--- src/rtl/serial_adder.sv ---
// Bit-serial adder: adds two WIDTH-bit operands plus carry-in, one bit per
// clock, using a single full adder and a small IDLE/RUN/DONE controller.
module serial_adder #(
    parameter int WIDTH = 8
) (
    input  logic             clk,
    input  logic             rst,
    input  logic             start,
    input  logic [WIDTH-1:0] a,
    input  logic [WIDTH-1:0] b,
    input  logic             cin,
    output logic             busy,
    output logic             done,
    output logic [WIDTH-1:0] sum,
    output logic             cout
);

    localparam int CW = $clog2(WIDTH);
    localparam logic [CW-1:0] LAST = CW'(WIDTH - 1);

    typedef enum logic [1:0] {
        S_IDLE,
        S_RUN,
        S_DONE
    } state_t;

    state_t           state;
    logic [WIDTH-1:0] opa;
    logic [WIDTH-1:0] opb;
    logic [WIDTH-1:0] psum;
    logic             carry;
    logic [CW-1:0]    cnt;

    logic             s;
    logic             c_nx;
    logic [WIDTH-1:0] psum_nx;

    // Full adder on the current LSBs; the new sum bit enters the partial sum at the top
    always_comb begin
        s       = opa[0] ^ opb[0] ^ carry;
        c_nx    = (opa[0] & opb[0]) | (opa[0] & carry) | (opb[0] & carry);
        psum_nx = psum >> 1;
        psum_nx[WIDTH-1] = s;
    end

    // Controller plus datapath registers; busy/done are registered alongside the state
    always_ff @(posedge clk or posedge rst) begin
        if (rst) begin
            state <= S_IDLE;
            opa   <= '0;
            opb   <= '0;
            psum  <= '0;
            carry <= 1'b0;
            cnt   <= '0;
            busy  <= 1'b0;
            done  <= 1'b0;
            sum   <= '0;
            cout  <= 1'b0;
        end else begin
            unique case (state)
                S_IDLE, S_DONE: begin
                    done <= 1'b0;
                    if (start) begin
                        opa   <= a;
                        opb   <= b;
                        carry <= cin;
                        psum  <= '0;
                        cnt   <= '0;
                        busy  <= 1'b1;
                        state <= S_RUN;
                    end else begin
                        busy  <= 1'b0;
                        state <= S_IDLE;
                    end
                end
                S_RUN: begin
                    opa   <= opa >> 1;
                    opb   <= opb >> 1;
                    psum  <= psum_nx;
                    carry <= c_nx;
                    cnt   <= cnt + CW'(1);
                    if (cnt == LAST) begin
                        sum   <= psum_nx;
                        cout  <= c_nx;
                        busy  <= 1'b0;
                        done  <= 1'b1;
                        state <= S_DONE;
                    end else begin
                        done  <= 1'b0;
                    end
                end
                default: begin
                    busy  <= 1'b0;
                    done  <= 1'b0;
                    state <= S_IDLE;
                end
            endcase
        end
    end

endmodule
--- config.mk ---
export PLATFORM = sky130hd
export DESIGN_NAME = serial_adder
export DESIGN_NICKNAME = d
export VERILOG_FILES = /design/src/rtl/serial_adder.sv
export SDC_FILE = /design/constraint.sdc
export NUM_CORES = 1
export LEC_CHECK = 0
export BUFFER_PORTS_ARGS = -buffer_cell sky130_fd_sc_hd__buf_4
export CAP_MARGIN = 20
export CORE_UTILIZATION = 45
export CTS_CLUSTER_SIZE = 25
export DETAILED_ROUTE_END_ITERATION = 16
export PLACE_DENSITY_LB_ADDON = 0.2
export SETUP_SLACK_MARGIN = 0.2
export SLEW_MARGIN = 20
export SYNTH_ARGS = -nofsm -noshare
export SYNTH_HDL_FRONTEND = slang
export SYNTH_SLANG_ARGS = --single-unit
--- constraint.sdc ---
create_clock -name clk -period 3.6 [get_ports clk]
set_clock_uncertainty 0.15 [all_clocks]
set_input_delay 0.54 -clock clk [delete_from_list [all_inputs] [get_ports clk]]
set_output_delay 0.54 -clock clk [all_outputs]
set_load 0.05 [all_outputs]
==> metrics.log <==
[metrics] slew at the pin closest to its max-slew limit: 0.837 ns
[metrics] count of antenna-violating nets left after detailed routing: 0
[metrics] routed length per instance: between 10 and 15 um
[metrics] period utilization: between 60% and 70%
[metrics] total routed wirelength: 3.04 mm
[metrics] Layout Area Growth over Synthesis: 16.0%
[metrics] initial antenna violation count: 0
[metrics] final worst path period need: ~2.2 ns
[metrics] Total Die Area: 4370 um2
[metrics] clock buffer depth: 2
[metrics] worst setup path category: reg -> reg
[metrics] CP arrival: roughly 2.3 ns
[metrics] via count of the first global-routing pass: between 1,000 and 1,500
[metrics] Register-to-Register Setup Slack: around 1.4 ns
[metrics] Max-slew headroom: about 44%
[metrics] layout cells sized above 1: a little under a third
[metrics] total power: just under 0.002 W
[metrics] via count: between 1,000 and 1,500
[metrics] total setup buffers inserted after CTS: 0
[metrics] data required time at the worst endpoint: ~3.6 ns
[metrics] initial DRC count: 56
[metrics] clock tree from TritonCTS: done
[metrics] Avg Synthesized Cell Area: between 10 and 15 um2
[metrics] clock root buffer master: clkbuf_8
[metrics] Placeable Area: roughly 3800 um2
[metrics] final-layout worst hold slack: approximately 0.22 ns
[metrics] number of buffers created by CTS: 5
[metrics] via/cell ratio: between 5 and 6
[metrics] CTS Hold Buffers Added: 0
[metrics] Overall Global Routing Usage: 16.3%
[metrics] RSZ-0062 raised after global routing: false
[metrics] Reg clk slew, reported paths: ~0.070 ns
[metrics] pwr dens: just over 900 nW/um2
[metrics] Clk Latency, worst-skew pair: 0.29 ns
[metrics] static leakage: roughly 1.0 nW
[metrics] final hold vios: 0
[metrics] VDD IR-drop max: ~0.00032 V
[metrics] final instance area: approximately 2100 um2
[metrics] port buffer count: 30
[metrics] commonest register cell after synthesis: dfrtp_1
[metrics] crit-path max FO: 29
[metrics] Worst Setup End Kind: flop
[metrics] sequential share of the synthesized area: between 50% and 60%
[metrics] Resize count post-CTS: 0
[metrics] number of failing setup endpoints in the final timing report: 0
[metrics] number of register bits inferred by synthesis: 40
[metrics] first-pass GRT wire length: roughly 5.2 mm
[metrics] net count of the mapped netlist: ~180
[metrics] total grt overflow: 0
[metrics] CTS Sinks: 40
[metrics] result of the run: finished clean
[metrics] pin count of the biggest net entering global routing: 41
[metrics] DR DRC count: 0
[metrics] CP Launch Type: flop
[metrics] I/O pin cnt: 31
[metrics] level count of the clock H-tree: 2
[metrics] Post-Synthesis Cells: ~160
[metrics] EDFF count, synth: 0
[metrics] count of unique library cells instantiated by Yosys: 25
[metrics] antenna diode instance count: 0
[metrics] number of core rows: 22
[metrics] starting utilization of the core area: 48.7%
[metrics] Hold WC Path Type: in -> async
[metrics] warnings from Yosys: 0
[metrics] share of flip-flops with an asynchronous set or reset: 100%
[metrics] number of detailed-route iterations in the first pass: 4
[metrics] die width: 66.1 um
[metrics] NumNets Final: 206
[metrics] fmax: between 0.4 and 0.5 GHz
[metrics] post-DP HPWL: 2.13 mm
[metrics] gp weighted congestion: between 0.7 and 0.8
[metrics] highest-count cells in the layout ignoring fill and taps: 40 x dfrtp_1, 31 x buf_4, 11 x nor2_1
[metrics] total cell area at the placement stage: a little over 2000 um2
[metrics] leading cell type in the layout, fill and taps excluded: dfrtp_1
[metrics] summed instance area of the synthesized netlist: between 1500 and 2000 um2
[metrics] die boundary height: approximately 66 um
[metrics] Total Negative Setup Slacks: 0 ns
[metrics] total of max-cap violations: 0
[metrics] pins over their slew limit: 0
[cell usage after synthesis (2+ instances only)]
library cell  count  area [um2]
buf_4             3        22.5
o22ai_1           9        56.3
inv_1             3        11.3
nor2_1           11        41.3
nor2b_1           6        37.5
nor2b_4           2        27.5
mux2_2           10         113
ha_1              2        25.0
nor3_1            9        45.0
mux2_4            5        75.1
a22o_1            7        61.3
a211oi_1          6        45.0
nand2_1           5        18.8
buf_6             2        22.5
buf_2             6        30.0
nand2b_1          7        43.8
o21ai_0           6        30.0
a21oi_1           6        30.0
mux2i_1           6        60.1
dfrtp_1          40        1000
[kinds of logic (layout without fill, tap and decap cells)]
kind of cell             Yosys count  in the layout  share of synthesized area [%]
AND/OR/NAND/NOR                   41             41                           12.2
flip-flops                        40             40                           54.1
AO/OA/AOI/OAI                     35             35                           12.4
multiplexers                      21             21                           13.4
buffers and inverters             15             42                           5.00
adder cells (fa/ha/maj)            3              3                           2.43
XOR/XNOR                           1              1                          0.473
[path summary, 6_finish.rpt]
path                          start     end  cells past startpoint
min reg2reg                  opb[7]  opb[7]                      1
max reg2reg                state[0]  sum[7]                      4
max                        state[0]  sum[7]                      4
min                             rst    cout                      3
max in group asynchronous       rst  cnt[0]                      3
min in group clk               b[7]  opb[7]                      2
[through the flow]
stage	setup slack, ns	util [%]	instances
after floorplan	1.99	-	156
after global placement	1.43	54.4	224
after detailed placement	1.35	54.4	224
after CTS	1.34	56.5	231
after global routing	1.19	56.5	231
final	1.35	56.5	231
[registers in the layout, indices dropped and copies added, names as in the netlist]
| signal | count |
|---|---|
| cnt | 3 |
| done | 1 |
| opb | 8 |
| psum | 7 |
| opa | 8 |
| cout | 1 |
| state | 2 |
| carry | 1 |
| sum | 8 |
| busy | 1 |
[layer usage]
metal	global-route usage, %	part of all wire (%)	up-vias	wire, um
li1	-	-	608	-
met1	20.8	48	589	1460
met2	25.0	45	29	1380
met3	5.69	4.7	6	144
met4	7.18	1.9	0	59
met5	0	0	-	0
[critical path, stage by stage, from the launching register on]
cell     delay, ns
dfrtp_1       0.89
nor2b_4       0.48
nand2_4       0.17
inv_4         0.11
mux2_2        0.33
[where the power goes]
| part | switching, W | internal, W |
|---|---|---|
| sequential | 0.000185 | 0.000657 |
| combinational | 0.000454 | 0.000389 |
| clock | 0.000137 | 0.000131 |
[cell type report]
type                            instances  area [um2]
Fill cell                             334        1650
Inverter                                4        17.5
Tap cell                               48        60.1
Sequential cell                        40        1000
Timing Repair Buffer                   31         233
Multi-Input combinational cell        101         757
Clock buffer                            6        72.6
Clock inverter                          1        5.00
No activity file was read; power rests on OpenSTA's default activity.
